===== config.mk =====
export PLATFORM = sky130hd
export DESIGN_NAME = twodigit_entry_flat
export DESIGN_NICKNAME = d
export VERILOG_FILES = /design/src/rtl/twodigit_entry_if.sv /design/src/rtl/twodigit_entry.sv /design/src/flat_wrapper.sv
export SDC_FILE = /design/constraint.sdc
export NUM_CORES = 1
export LEC_CHECK = 0
export ABC_AREA = 1
export CAP_MARGIN = 0
export CORE_MARGIN = 2
export CORE_UTILIZATION = 40
export CTS_BUF_LIST = sky130_fd_sc_hd__clkbuf_16
export CTS_CLUSTER_DIAMETER = 200
export DETAILED_ROUTE_END_ITERATION = 8
export GPL_ROUTABILITY_DRIVEN = 0
export PLACE_DENSITY = 0.67
export SLEW_MARGIN = 0
export SYNTH_ARGS = -nofsm -noshare
export SYNTH_HDL_FRONTEND = slang
export SYNTH_SLANG_ARGS = --single-unit

===== constraint.sdc =====
create_clock -name clock -period 3.84 [get_ports clock]
set_input_delay 0.576 -clock clock [delete_from_list [all_inputs] [get_ports clock]]
set_output_delay 0.576 -clock clock [all_outputs]
set_load 0.02 [all_outputs]

===== src/rtl/twodigit_entry_if.sv =====
// Front-panel digit entry bus: strobes from the panel logic, committed address and
// display echo back from the entry block.
interface twodigit_entry_if #(
  parameter int unsigned ADDR_W = 6
);
  logic [3:0]        digit_in;
  logic              digit_valid;
  logic              enter;
  logic              clear;
  logic [ADDR_W-1:0] address;
  logic              addr_valid;
  logic              error;
  logic [3:0]        tens_bcd;
  logic [3:0]        ones_bcd;
  logic [1:0]        count;

  modport master (
    output digit_in, digit_valid, enter, clear,
    input  address, addr_valid, error, tens_bcd, ones_bcd, count
  );

  modport slave (
    input  digit_in, digit_valid, enter, clear,
    output address, addr_valid, error, tens_bcd, ones_bcd, count
  );
endinterface


===== src/rtl/twodigit_entry.sv =====
// Two-digit BCD entry: collects up to two decimal digits, commits tens*10+ones as a
// binary address with a one-cycle valid pulse. Rejected events pulse error.
// Optional: define TWODIGIT_ENTRY_AUTO_COMMIT_EN to commit as soon as the second
// digit is accepted.
module twodigit_entry #(
  parameter int unsigned ADDR_W    = 6,
  parameter int unsigned MAX_VALUE = (1 << ADDR_W) - 1
) (
  input logic              clock,
  input logic              reset,
  twodigit_entry_if.slave  bus
);

  typedef enum logic [1:0] {
    StEmpty = 2'd0,
    StOne   = 2'd1,
    StTwo   = 2'd2
  } state_t;

  state_t            r_state;
  logic [3:0]        r_tens;
  logic [3:0]        r_ones;
  logic [ADDR_W-1:0] r_address;
  logic              r_addr_valid;
  logic              r_error;

  logic [6:0] w_value;      // held digits as binary, 0..99
  logic [6:0] w_new_value;  // value once digit_in is shifted in behind the held ones digit
  logic       w_digit_ok;
  logic       w_value_ok;
  logic       w_new_ok;

  // Binary values and range checks for the held and the prospective digit pair
  always_comb begin
    w_value     = 7'(r_tens) * 7'd10 + 7'(r_ones);
    w_new_value = 7'(r_ones) * 7'd10 + 7'(bus.digit_in);
    w_digit_ok  = (bus.digit_in <= 4'd9);
    w_value_ok  = (32'(w_value) <= MAX_VALUE);
    w_new_ok    = (32'(w_new_value) <= MAX_VALUE);
  end

  // Entry FSM with registered address, pulses and digit echo; clear > enter > digit
  always_ff @(posedge clock or posedge reset) begin
    if (reset) begin
      r_state      <= StEmpty;
      r_tens       <= 4'd0;
      r_ones       <= 4'd0;
      r_address    <= '0;
      r_addr_valid <= 1'b0;
      r_error      <= 1'b0;
    end else begin
      r_addr_valid <= 1'b0;
      r_error      <= 1'b0;
      if (bus.clear) begin
        r_state <= StEmpty;
        r_tens  <= 4'd0;
        r_ones  <= 4'd0;
      end else if (bus.enter) begin
        // A digit arriving with enter is dropped and flagged
        if (bus.digit_valid) begin
          r_error <= 1'b1;
        end
        if (r_state == StEmpty) begin
          r_error <= 1'b1;
        end else begin
          if (w_value_ok) begin
            r_address    <= w_value[ADDR_W-1:0];
            r_addr_valid <= 1'b1;
          end else begin
            r_error <= 1'b1;
          end
          r_state <= StEmpty;
          r_tens  <= 4'd0;
          r_ones  <= 4'd0;
        end
      end else if (bus.digit_valid) begin
        if (!w_digit_ok) begin
          r_error <= 1'b1;
        end else begin
          case (r_state)
            StEmpty: begin
              r_ones  <= bus.digit_in;
              r_tens  <= 4'd0;
              r_state <= StOne;
            end
            StOne: begin
`ifdef TWODIGIT_ENTRY_AUTO_COMMIT_EN
              if (w_new_ok) begin
                r_address    <= w_new_value[ADDR_W-1:0];
                r_addr_valid <= 1'b1;
              end else begin
                r_error <= 1'b1;
              end
              r_tens  <= 4'd0;
              r_ones  <= 4'd0;
              r_state <= StEmpty;
`else
              r_tens  <= r_ones;
              r_ones  <= bus.digit_in;
              r_state <= StTwo;
`endif
            end
            default: begin
              r_error <= 1'b1;
            end
          endcase
        end
      end
    end
  end

  assign bus.address    = r_address;
  assign bus.addr_valid = r_addr_valid;
  assign bus.error      = r_error;
  assign bus.tens_bcd   = r_tens;
  assign bus.ones_bcd   = r_ones;
  assign bus.count      = r_state;

  // w_new_ok is only consumed by the auto-commit build
  logic w_unused;
  assign w_unused = w_new_ok;

endmodule


===== src/flat_wrapper.sv =====
// flat-port wrapper written by rule: the top's interface ports become plain ports
module twodigit_entry_flat 
#(
  parameter int unsigned ADDR_W    = 6,
  parameter int unsigned MAX_VALUE = (1 << ADDR_W) - 1
)
  (clock, reset, bus_digit_in, bus_digit_valid, bus_enter, bus_clear, bus_address, bus_addr_valid, bus_error, bus_tens_bcd, bus_ones_bcd, bus_count);
  twodigit_entry_if #(.ADDR_W(ADDR_W)) bus_i ();
  input logic clock;
  input logic reset;
  input wire logic [$bits(bus_i.digit_in)-1:0] bus_digit_in;
  input wire logic [$bits(bus_i.digit_valid)-1:0] bus_digit_valid;
  input wire logic [$bits(bus_i.enter)-1:0] bus_enter;
  input wire logic [$bits(bus_i.clear)-1:0] bus_clear;
  output wire logic [$bits(bus_i.address)-1:0] bus_address;
  output wire logic [$bits(bus_i.addr_valid)-1:0] bus_addr_valid;
  output wire logic [$bits(bus_i.error)-1:0] bus_error;
  output wire logic [$bits(bus_i.tens_bcd)-1:0] bus_tens_bcd;
  output wire logic [$bits(bus_i.ones_bcd)-1:0] bus_ones_bcd;
  output wire logic [$bits(bus_i.count)-1:0] bus_count;
  assign bus_i.digit_in = bus_digit_in;
  assign bus_i.digit_valid = bus_digit_valid;
  assign bus_i.enter = bus_enter;
  assign bus_i.clear = bus_clear;
  assign bus_address = bus_i.address;
  assign bus_addr_valid = bus_i.addr_valid;
  assign bus_error = bus_i.error;
  assign bus_tens_bcd = bus_i.tens_bcd;
  assign bus_ones_bcd = bus_i.ones_bcd;
  assign bus_count = bus_i.count;
  twodigit_entry #(.ADDR_W(ADDR_W), .MAX_VALUE(MAX_VALUE)) u_core (.clock(clock), .reset(reset), .bus(bus_i));
endmodule

==> results of run 1 <==
==> worst reg2reg max path, stage by stage (launching register included) <==
cell and delay (ps):
dfrtp_1 450, ha_1 330, ha_1 200, inv_1 70
fa_1 450, nor2_1 200, nand3_1 110, nand2_2 150
nand3_2 160, nand2_1 110, nand2_1 50
==> cell usage in the layout (no fill, tap or decap), drive strengths merged <==
cell           instances
clkdlybuf4s50         26
ha                     7
xnor2                  2
inv                   17
dfrtp                 18
o21ai                  8
nand2                 28
clkbuf                 3
o22ai                  1
clkinv                 1
fa                     2
a21oi                  2
xor2                   2
nand4                  9
nor2                   5
nand3                 17
==> worst min-delay path by stage <==
stage,cells after the start,startpoint,to,slack [ps]
6_report,2,u_core.bus.address[2]$_DFFE_PP0P_,u_core.bus.address[2]$_DFFE_PP0P_,470
5_1_grt,2,u_core.bus.address[3]$_DFFE_PP0P_,u_core.bus.address[3]$_DFFE_PP0P_,510
4_1_cts,2,u_core.bus.address[0]$_DFFE_PP0P_,u_core.bus.address[0]$_DFFE_PP0P_,480
3_5_place_dp,2,u_core.bus.address[3]$_DFFE_PP0P_,u_core.bus.address[3]$_DFFE_PP0P_,470
3_3_place_gp,2,u_core.bus.address[2]$_DFFE_PP0P_,u_core.bus.address[2]$_DFFE_PP0P_,460
2_1_floorplan,1,reset,u_core.bus.addr_valid$_DFF_PP0_,510
==> final cells by class <==
cell class | count | area (µm²) | area share [%]
Multi-Input combinational cell | 83 | 522 | 36.9
Clock buffer | 3 | 75.1 | 5.31
Tap cell | 30 | 37.5 | 2.66
Sequential cell | 18 | 450 | 31.9
Timing Repair Buffer | 26 | 260 | 18.4
Clock inverter | 1 | 3.75 | 0.266
Inverter | 17 | 63.8 | 4.52
==> sequential cells by signal, indices dropped and copies added (netlist names) <==
| name | flops |
|---|---|
| u_core.bus.addr_valid | 1 |
| u_core.bus.address | 6 |
| u_core.bus.count | 2 |
| u_core.bus.error | 1 |
| u_core.bus.ones_bcd | 4 |
| u_core.bus.tens_bcd | 4 |
==> per-layer routing <==
metal / up-vias / wire [µm] / global-route usage, %
li1: 455 / - / -
met1: 409 / 1010 / 19.8
met2: 18 / 1150 / 26.9
met3: 5 / 82 / 3.98
met4: 0 / 42 / 8.01
met5: - / 0 / 0
==> power breakdown <==
group / total [mW] / internal [mW] / switching (mW) / leakage [nW]
sequential: 0.216 / 0.205 / 0.0106 / 0.245
clock: 0.211 / 0.139 / 0.0727 / 0.0385
combinational: 0.107 / 0.0470 / 0.0596 / 0.411
total: 0.533 / 0.391 / 0.143 / 0.695
==> kinds of logic (layout without fill, tap and decap cells) <==
group | count (synthesis) | in the layout | synth area share (%)
XOR/XNOR | 4 | 4 | 3.32
adder cells (fa/ha/maj) | 9 | 9 | 12.1
AO/OA/AOI/OAI | 11 | 11 | 7.00
buffers and inverters | 19 | 47 | 7.83
flip-flops | 18 | 18 | 42.7
AND/OR/NAND/NOR | 59 | 59 | 27.0
==> impl_metrics.yaml, run 1 <==
outcome:
  status: "complete, no violations"
critical_path:
  critPathRequiredTime_ps: 3980
  cp.depth: 10
  critPathKind: "register to register"
  timing.rr.end: "u_core.bus.address[0]$_DFFE_PP0P_"
  cp.buffers_inverters: 1
  crit_path_top_delay_cell: "dfrtp_1"
  cp-end-kind: "register"
  crit_family: "adder cells"
  cp_cell_sequence: "ha_1 > ha_1 > inv_1 > fa_1 > nor2_1 > nand3_1 > nand2_2 > nand3_2 > nand2_1 > nand2_1"
  crit_start: "u_core.bus.tens_bcd[1]$_DFFE_PP0P_"
  start_kind: "register"
  reg2reg_depth: 10
  cp.arrival_ps: 2530
  r2r-start: "u_core.bus.tens_bcd[1]$_DFFE_PP0P_"
  r2r_setup_slack_ps: 1460
  cp_slowest_stage_delay_ps: 450
  crit_end: "u_core.bus.address[0]$_DFFE_PP0P_"
  crit_path_max_fanout: 8
clock_tree:
  hold_buffers: 0
  path_clk_slew_ps: 50
  cts_buffers: 3
  tritoncts: "done"
  clock_latency_ps: 250
  clock-root-buffer: "clkbuf_16"
  clockBufferDepth: 2
  cts_resized: 0
  ctsHtreeMaxLevel: 1
  cts_setup_buffers: 0
  clock_sinks: 18
grt:
  antenna_found_initial: 0
  grt_pass1_vias: 912
  grt_remaining_overflow: 0
  grtUsageTotal_pct: 16.3
  grt_max_degree: 19
  grt_pass1_wl_um: 3960
routing:
  drt_iter0_drc: 12
  final_antenna_net_count: 0
  vias: 887
  viasPerCell: 4.98
  first_pass_iters: 4
  wirelength_um: 2290
  drc: 0
  wl_per_cell_um: 12.8
placement:
  dp_hpwl_um: 1810
  post-place-ws_ps: 1460
  port_buffers: 26
  dp.cells: 174
  place_area_mm2: 0.00133
floorplan:
  ios: 27
  coreArea_mm2: 0.00248
  fp-row-count: 18
  chipHeight_um: 55.4
  start_util_pct: 42.6
  die_x_um: 55.4
  fp.dieArea_mm2: 0.00306
timing:
  clock.fmax_ghz: 0.419
  drv_slew: 0
  tightest_slew_ps: 666
  hold_violations: 0
  period_share_pct: 62.1
  fin_tns_setup_ps: 0
  finalSetupViolations: 0
  relSlewSlack_pct: 55.5
  timing.hold.ws_ps: 473
  final.min_clock_period_ps: 2380
  setup_ws_ps: 1460
  rsz0062_at_grt: "false"
  clock_skew_ps: 2.12
yosys:
  ys_top_cells_by_count: "nand2_1 (26), dfrtp_1 (18), nand3_1 (15), inv_1 (12), nand4_1 (9)"
  yosys_warnings: 0
  synth_seq_area_share_pct: 42.7
  ys.flop_type: "dfrtp_1"
  synth_top_area_cell: "dfrtp_1"
  syn_nets: 138
  synth_cell_types: 20
  yosysMostFrequentCell: "nand2_1"
  synth_top_area_share_pct: 42.7
  avgSynthCellArea_um2: 8.79
  synth-seq-cells: 18
  ys_top_cells_by_area: "dfrtp_1 (43%), nand2_1 (9.3%), ha_1 (8.3%)"
  syn_inst: 120
  async_reset_ff_share_pct: 100
  synth_edf_count: 0
  synthesis.area_mm2: 0.00105
cells_and_area:
  area_growth_pct: 33.9
  final_cell_count_no_fill: 178
  nets: 167
  stdcell_area_mm2: 0.00141
  num_antenna_cells: 0
  drive_above_1_share_pct: 10.8
  fillers: 230
  utilization_pct: 57.0
power_and_ir_drop:
  p_leak_nw: 0.695
  power_density_mw_per_mm2: 378
  total_power_mw: 0.533
  ir_drop_uv: 229
job:
  maxCapViolations: 0
hold_path:
  hold_path.class: "register to register"
(Power assumes the default switching activity.)
==> run 2: changes to the inputs <==
clock period = 2.4 ns   (was 3.84 ns; I/O delays follow)
==> run 2 against run 1 <==
  * Clock skew grew 3.2 ps
  * Worst setup slack worse by 1200 ps
  * Critical path type unchanged
  * Largest cell class unchanged
  * Register-to-register slack got worse by 1200 ps
==> impl_metrics.yaml, run 2 (synthesized netlist as in run 1, its figures left out) <==
outcome:
  status: "complete, no violations"
grt:
  grt_pass1_vias: 973
  antenna_found_initial: 0
  grtUsageTotal_pct: 16.5
  grt_remaining_overflow: 0
  grt_max_degree: 19
  grt_pass1_wl_um: 4140
clock_tree:
  clock_latency_ps: 250
  tritoncts: "done"
  clock_sinks: 18
  clock-root-buffer: "clkbuf_16"
  cts_buffers: 3
  clockBufferDepth: 2
  ctsHtreeMaxLevel: 1
  cts_setup_buffers: 0
  path_clk_slew_ps: 50
critical_path:
  crit_path_max_fanout: 8
  critPathRequiredTime_ps: 2530
  cp_slowest_stage_delay_ps: 450
  crit_family: "adder cells"
  cp.buffers_inverters: 1
  cp_cell_sequence: "ha_1 > ha_1 > inv_1 > fa_1 > nor2_2 > nand3_1 > nand2_2 > nand3_4 > nand2_1 > nand2_1"
  cp.arrival_ps: 2320
  critPathKind: "register to register"
  start_kind: "register"
  cp-end-kind: "register"
  crit_path_top_delay_cell: "fa_1"
timing:
  finalSetupViolations: 0
  period_share_pct: 91.3
  timing.hold.ws_ps: 467
  hold_violations: 0
  clock.fmax_ghz: 0.456
  setup_ws_ps: 208
  drv_slew: 0
  relSlewSlack_pct: 55.6
  rsz0062_at_grt: "false"
  clock_skew_ps: 5.35
  tightest_slew_ps: 665
  final.min_clock_period_ps: 2190
  fin_tns_setup_ps: 0
cells_and_area:
  stdcell_area_mm2: 0.00145
  drive_above_1_share_pct: 13.2
  area_growth_pct: 37.0
  num_antenna_cells: 0
  nets: 170
  final_cell_count_no_fill: 181
  largest_reg_flops: 6
  mostFrequentLayoutCells: "nand2_1 (26), clkdlybuf4s50_1 (26), dfrtp_1 (18), nand3_1 (15), inv_1 (12)"
routing:
  drt_iter0_drc: 10
  drc: 0
  final_antenna_net_count: 0
  wl_per_cell_um: 12.2
  first_pass_iters: 4
  vias: 908
  viasPerCell: 5.02
  wirelength_um: 2200
placement:
  place_area_mm2: 0.00136
  post-place-ws_ps: 141
  port_buffers: 26
  dp_hpwl_um: 1780
  dp.cells: 177
floorplan:
  chipHeight_um: 55.4
  coreArea_mm2: 0.00248
  fp.dieArea_mm2: 0.00306
  fp-row-count: 18
  ios: 27
  die_x_um: 55.4
  start_util_pct: 42.6
job:
  maxCapViolations: 0
power_and_ir_drop:
  ir_drop_uv: 601
  power_density_mw_per_mm2: 583
  p_leak_nw: 0.712
hold_path:
  hold_path.class: "register to register"
[run 2: path summary, 6_finish.rpt]
check	cells past startpoint	slack [ps]	startpoint	to
max	10	210	u_core.bus.tens_bcd[1]$_DFFE_PP0P_	u_core.bus.address[5]$_DFFE_PP0P_
min	2	470	u_core.bus.address[2]$_DFFE_PP0P_	u_core.bus.address[2]$_DFFE_PP0P_
max reg2reg	10	210	u_core.bus.tens_bcd[1]$_DFFE_PP0P_	u_core.bus.address[5]$_DFFE_PP0P_
min reg2reg	2	470	u_core.bus.address[2]$_DFFE_PP0P_	u_core.bus.address[2]$_DFFE_PP0P_
max in group asynchronous	2	1450	reset	u_core.bus.addr_valid$_DFF_PP0_
min in group asynchronous	2	520	reset	u_core.bus.count[0]$_DFFE_PP0P_
[run 2: area by class of cell]
| type | instances | area (µm²) |
|---|---|---|
| clock buffer | 3 | 75.1 |
| clock inverter | 1 | 3.75 |
| fill | 230 | 1030 |
| inverter | 17 | 63.8 |
| multi-input combinational | 83 | 532 |
| sequential | 18 | 450 |
| tap | 30 | 37.5 |
| timing repair buffer | 29 | 283 |
[run 2: through the flow]
step | util, % | total power, mW
after global routing | 58.3 | 0.882
after floorplan | - | 0.446
after detailed placement | 54.7 | 0.523
after CTS | 57.9 | 0.851
after global placement | 54.7 | 0.521
final | 58.3 | 0.843
[run 2: per-layer routing]
layer  track usage (%)  wire (µm)  up-vias
met3              4.45         86        2
met2              29.1       1170       17
met5                 0          0        -
li1                  -          -      461
met1              20.2        945      428
met4              3.14          6        0
[run 2: power by group]
group	switching, mW	total (mW)	leakage [nW]	internal (mW)
combinational	0.0972	0.173	0.428	0.0762
clock	0.105	0.326	0.0385	0.221
sequential	0.0158	0.344	0.245	0.328
total	0.218	0.843	0.712	0.625
[run 2: repair_timing]
item,4_1_cts,5_1_grt
gates resized for setup,0,2
hold buffers,0,0
endpoints found under the setup margin,0,5
[run 2: worst register-to-register path, delay by kind of cell, from the launching register on]
kind	cells	cell delay, ps
adders and majority gates	3	940
DFF	1	380
and+or+nand+nor	6	710
buffers and inverters	1	60
